### config.mk
export PLATFORM = sky130hd
export DESIGN_NAME = fetch_unit
export DESIGN_NICKNAME = d
export VERILOG_FILES = /design/src/rtl/fetch_unit_pkg.sv /design/src/rtl/fetch_unit_pc_next_mux.sv /design/src/rtl/fetch_unit.sv
export SDC_FILE = /design/constraint.sdc
export NUM_CORES = 1
export LEC_CHECK = 0
export BUFFER_PORTS_ARGS = -buffer_cell sky130_fd_sc_hd__buf_4
export CAP_MARGIN = 0
export CORE_UTILIZATION = 45
export CTS_CLUSTER_SIZE = 16
export DETAILED_ROUTE_END_ITERATION = 6
export PLACE_DENSITY = 0.74
export SETUP_SLACK_MARGIN = 0.5
export SLEW_MARGIN = 25
export SYNTH_ARGS = -nofsm -noshare
export SYNTH_HDL_FRONTEND = slang
export SYNTH_SLANG_ARGS = --single-unit
### constraint.sdc
create_clock -name clk -period 7.81 [get_ports clk]
set_clock_uncertainty 0.05 [all_clocks]
set_input_delay 1.1715 -clock clk [delete_from_list [all_inputs] [get_ports clk]]
set_output_delay 1.1715 -clock clk [all_outputs]
set_load 0.1 [all_outputs]
### src/rtl/fetch_unit_pkg.sv
// ============================================================================
// fetch_unit_pkg : shared constants, state encoding and address-legality helper
// Rev 1.0
// ============================================================================
`default_nettype none

package fetch_unit_pkg;

  localparam logic [31:0] RESET_PC_DEFAULT = 32'h0000_3000;
  localparam logic [31:0] EXC_VEC_DEFAULT  = 32'h0000_4180;
  localparam logic [31:0] IM_BASE_DEFAULT  = 32'h0000_3000;
  localparam logic [31:0] IM_TOP_DEFAULT   = 32'h0000_6FFF;
  localparam logic [4:0]  EXC_ADEL         = 5'd4;

  typedef enum logic [1:0] {
    S_REQ   = 2'd0,
    S_WAIT  = 2'd1,
    S_VALID = 2'd2,
    S_DRAIN = 2'd3
  } fetch_state_e;

  function automatic logic addr_bad(input logic [31:0] a,
                                    input logic [31:0] base,
                                    input logic [31:0] top);
    return (a[1:0] != 2'b00) || (a < base) || (a > top);
  endfunction

endpackage

`default_nettype wire

### src/rtl/fetch_unit_pc_next_mux.sv
// ============================================================================
// fetch_unit_pc_next_mux : next-PC priority select (exc > eret > branch > PC+4)
// Rev 1.0
// ============================================================================
`default_nettype none

module fetch_unit_pc_next_mux
  import fetch_unit_pkg::*;
#(
  parameter logic [31:0] EXC_VEC = EXC_VEC_DEFAULT
) (
  input  logic        exc_req,
  input  logic        eret_req,
  input  logic        npc_sel,
  input  logic [31:0] epc,
  input  logic [31:0] npc_target,
  input  logic [31:0] pc,
  output logic [31:0] pc_next
);

  always_comb begin
    if (exc_req) begin
      pc_next = EXC_VEC;
    end else if (eret_req) begin
      pc_next = epc;
    end else if (npc_sel) begin
      pc_next = npc_target;
    end else begin
      pc_next = pc + 32'd4;
    end
  end

endmodule

`default_nettype wire

### src/rtl/fetch_unit.sv
// ============================================================================
// fetch_unit : F-stage PC owner, IM request FSM, AdEL detection and redirects
// Rev 1.0
// ============================================================================
`default_nettype none

module fetch_unit
  import fetch_unit_pkg::*;
#(
  parameter logic [31:0] RESET_PC = RESET_PC_DEFAULT,
  parameter logic [31:0] EXC_VEC  = EXC_VEC_DEFAULT,
  parameter logic [31:0] IM_BASE  = IM_BASE_DEFAULT,
  parameter logic [31:0] IM_TOP   = IM_TOP_DEFAULT
) (
  input  logic        clk,
  input  logic        reset,
  input  logic        stall,
  input  logic        exc_req,
  input  logic        eret_req,
  input  logic [31:0] epc,
  input  logic        npc_sel,
  input  logic [31:0] npc_target,
  input  logic        is_bj_D,
  output logic        im_req,
  output logic [31:0] im_addr,
  input  logic [31:0] im_rdata,
  input  logic        im_ready,
  output logic [31:0] InstrF,
  output logic [31:0] PC_4F,
  output logic [4:0]  ExcCodeF,
  output logic        if_bdF,
  output logic        fetch_busy
);

  fetch_state_e state_q, state_d;
  logic [31:0]  pc_q, pc_d;
  logic [31:0]  addr_q, addr_d;
  logic [31:0]  ibuf_q, ibuf_d;
  logic [4:0]   exc_q, exc_d;
  logic [31:0]  pc_next;
  logic         redirect;
  logic         bad;
  logic         req;

  assign redirect = exc_req | eret_req;
  assign bad      = addr_bad(pc_q, IM_BASE, IM_TOP);

  fetch_unit_pc_next_mux #(
    .EXC_VEC    (EXC_VEC)
  ) u_pc_next_mux (
    .exc_req    (exc_req),
    .eret_req   (eret_req),
    .npc_sel    (npc_sel),
    .epc        (epc),
    .npc_target (npc_target),
    .pc         (pc_q),
    .pc_next    (pc_next)
  );

  always_comb begin
    state_d = state_q;
    pc_d    = pc_q;
    addr_d  = addr_q;
    ibuf_d  = ibuf_q;
    exc_d   = exc_q;
    req     = 1'b0;
    case (state_q)
      S_REQ: begin
        if (bad) begin
          ibuf_d  = '0;
          exc_d   = EXC_ADEL;
          state_d = S_VALID;
        end else begin
          req    = 1'b1;
          addr_d = pc_q;
          exc_d  = '0;
          if (im_ready) begin
            ibuf_d  = im_rdata;
            state_d = S_VALID;
          end else begin
            state_d = S_WAIT;
          end
        end
      end
      S_WAIT: begin
        req = 1'b1;
        if (im_ready) begin
          ibuf_d  = im_rdata;
          state_d = S_VALID;
        end
      end
      S_VALID: begin
        if (!stall) begin
          pc_d    = pc_next;
          state_d = S_REQ;
        end
      end
      S_DRAIN: begin
        req = 1'b1;
        if (im_ready) begin
          state_d = S_REQ;
        end
      end
      default: state_d = S_REQ;
    endcase

    // A redirect abandons any outstanding read; its response must still be consumed.
    if (redirect) begin
      pc_d  = pc_next;
      exc_d = '0;
      if (state_q != S_DRAIN) begin
        state_d = (req && !im_ready) ? S_DRAIN : S_REQ;
      end
    end
  end

  always_ff @(posedge clk) begin
    if (reset) begin
      state_q <= S_REQ;
      pc_q    <= RESET_PC;
      addr_q  <= RESET_PC;
      ibuf_q  <= '0;
      exc_q   <= '0;
    end else begin
      state_q <= state_d;
      pc_q    <= pc_d;
      addr_q  <= addr_d;
      ibuf_q  <= ibuf_d;
      exc_q   <= exc_d;
    end
  end

  assign im_req     = req & ~reset;
  assign im_addr    = ((state_q == S_DRAIN) ? addr_q : pc_q) & ~32'd3;
  assign InstrF     = reset ? 32'd0 : ibuf_q;
  assign ExcCodeF   = reset ? 5'd0 : exc_q;
  assign PC_4F      = (reset ? RESET_PC : pc_q) + 32'd4;
  assign fetch_busy = reset | (state_q != S_VALID) | redirect;
  assign if_bdF     = is_bj_D & (state_q == S_VALID) & ~reset;

endmodule

`default_nettype wire

==> results_dict.tcl <==
set metrics [dict create \
    power_density_nw_per_um2 181.6 \
    synth-edff-count 0 \
    route.detailed.wl_per_inst_um 18.18 \
    drtPass1Iterations 6 \
    placement_rows 40 \
    post-synth-top-area-cell "sky130_fd_sc_hd__dfxtp_1" \
    hold_slack_ns 0.4056 \
    io_buffers 201 \
    cts_hold_buf 0 \
    setup-violations-final 0 \
    number_of_logic_stages_on_the_critical_path_including_buffering 10 \
    core_area_um2 12160 \
    drcViolationCount 0 \
    synthDominantCellAreaShare_pct 34.09 \
    totalNegativeSetupSlack_ns 0 \
    wl_mm 18.44 \
    cts_sink_count 97 \
    synthDistinctLibCells 71 \
    routed-via-count 5841 \
    cts_buffer_depth 2 \
    critPathArrivalTime_ns 3.67 \
    worst_path_most_repeated_cell "sky130_fd_sc_hd__buf_4" \
    clk_pin_slew_worst_paths_ns 0.06 \
    critical-path-slowest-cell "sky130_fd_sc_hd__nor4_2" \
    tritoncts "built" \
    nNetsFinal 947 \
    cts_post_setup_buffers_inserted 0 \
    grt_first_pass_wirelength_mm 28.20 \
    number_of_fillers_in_the_final_layout 1075 \
    synthesis.instances 691 \
    antenna_cells_inserted 0 \
    critical_path.n_buffers_inverters 3 \
    cpPeakStageDelay_ns 0.70 \
    post_synth_instance_area_um2 5695 \
    postCtsResizedCells 0 \
    grt_antenna_before_repair 0 \
    num_io_pins 208 \
    multi_input_gate_area_in_the_final_layout_um2 3440 \
    drt-vias-per-instance 5.760 \
    layout.cells.most_common "sky130_fd_sc_hd__buf_4" \
    start_kind "primary input" \
    endpoint_type_of_the_worst_setup_path "primary output" \
    mean_cell_area_of_the_mapped_netlist_um2 8.242 \
    rsz_0062_raised_after_global_routing "no" \
    place_area_um2 7196 \
    ff2ff_path_depth 5 \
    hpwl_mm 13.28 \
    layout_min_cycle_time_ns 4.892 \
    period_share_pct 62.64 \
    grt_remaining_overflow 0 \
    h-tree-depth 3 \
    required_ns 6.59 \
    power.ir.vdd_worst_uv 128.0 \
    dieHeight_um 114.5 \
    root_buffer "sky130_fd_sc_hd__clkbuf_16" \
    maxCapViolCount 0 \
    proportion_of_layout_cells_with_a_drive_suffix_above_1_pct 32.27 \
    synth_flop_cell "sky130_fd_sc_hd__dfxtp_1" \
    grt_start_max_net_pins 84 \
    die_width_um 114.5 \
    hp-class "reg -> reg" \
    grtUsageTotal_pct 27.69 \
    setup.reg_to_reg.worst_slack_ns 5.11 \
    achievable-frequency_mhz 204.4 \
    cts_made_buffers 9 \
    timing.critical_path.fanout_max 16 \
    path_cells "buf_4, or2b_1, inv_1, ha_1, nand2_1, nor4_2, and2_0, nand3_1, mux2i_1, buf_4" \
    max_slew_margin_pct 31.25 \
    synthToLayoutAreaGrowth_pct 31.94 \
    maxSlewViolCount 0 \
    fin_area_um2 7515 \
    cellLeakagePower_nw 3.102 \
    async_flop_share_pct 0 \
    initial_util_pct 46.83 \
    place.gp.congestion 0.9140 \
    die-area_um2 13110 \
    finalHoldViolCount 0 \
    drt_iter0_markers 380 \
    critical_path_class "in -> out" \
    detail-route-antenna-nets 0 \
    most-common-layout-cells "sky130_fd_sc_hd__buf_4, sky130_fd_sc_hd__dfxtp_1, sky130_fd_sc_hd__nor2_1" \
    worstMarginPinSlew_ns 1.026 \
    synth_top_cells_by_area "sky130_fd_sc_hd__dfxtp_1, sky130_fd_sc_hd__mux2_2, sky130_fd_sc_hd__a32o_1" \
    run_status "complete, no violations" \
    yosys_register_bits 97 \
    cpLargestDelayFamily "simple AND/OR/NAND/NOR gates" \
    ff_latch_area_um2 1942 \
    synth.yosys.seq_area_share_pct 34.09 \
    whs_path_depth 1 \
    first_global_vias 5494 \
    yosys_warning_count 0 \
    clock_latency_ns 0.35 \
]
[Yosys cell counts (11+ instances only)]
cell type,n
sky130_fd_sc_hd__mux2i_1,15
sky130_fd_sc_hd__buf_4,11
sky130_fd_sc_hd__clkbuf_1,49
sky130_fd_sc_hd__o21ai_0,30
sky130_fd_sc_hd__and2_1,18
sky130_fd_sc_hd__a32o_1,32
sky130_fd_sc_hd__dfxtp_1,97
sky130_fd_sc_hd__nor2b_1,42
sky130_fd_sc_hd__inv_1,14
sky130_fd_sc_hd__nand3_1,19
sky130_fd_sc_hd__mux2_2,32
sky130_fd_sc_hd__o22ai_1,15
sky130_fd_sc_hd__nand2_1,32
sky130_fd_sc_hd__nor2_1,79
sky130_fd_sc_hd__nor3_1,17
sky130_fd_sc_hd__a21oi_1,26
sky130_fd_sc_hd__xnor2_1,18
[path summary, 6_finish.rpt]
kind               from          to
max               reset   PC_4F[24]
min          addr_q[18]  addr_q[18]
max reg2reg  state_q[1]    pc_q[30]
min reg2reg  addr_q[18]  addr_q[18]
[cells by family after synthesis]
family,share of synthesized area [%]
fa+ha+maj,0.4393
other cells,0.06584
xor+xnor,4.152
compound gates,21.29
mux,8.963
simple gates,24.49
buf+inv,6.503
flops,34.09
[layer usage]
metal  wire (um)  vias up  track usage [%]  part of all wire, %
met4         423        0            11.52                  2.3
met2        8639      297            47.03                   47
li1            -     2781                -                    -
met1        7783     2734            33.97                   42
met3        1589       29            5.823                  8.6
met5           0        -                0                    0
[state kept, by name, indices dropped and copies added (netlist names)]
register,flops
exc_q,1
addr_q,30
ibuf_q,32
pc_q,32
state_q,2
[where the power goes]
| group | internal [mW] | switching (mW) |
|---|---|---|
| logic | 0.106 | 0.248 |
| registers | 0.512 | 0.0273 |
| clock network | 0.274 | 0.198 |
| total | 0.892 | 0.473 |
[per-stage QoR]
step	instances	util (%)	worst slack (ns)	power, mW
after floorplan	696	-	1.409	0.8008
final	1014	61.79	2.918	1.365
after CTS	1014	61.77	2.945	1.369
after detailed placement	998	59.17	2.949	0.9012
after global routing	1014	61.79	2.788	1.413
after global placement	997	58.88	2.666	0.8931
[layout make-up]
cell class,count,share of cell area [%]
repair buffers,206,20.68
multi-input cells,513,45.77
clock inverters,4,0.6660
clock buffers,12,3.546
flip-flops and latches,97,25.84
well taps,168,2.797
inverters,14,0.6993
Power figures use the tool's default switching activity.
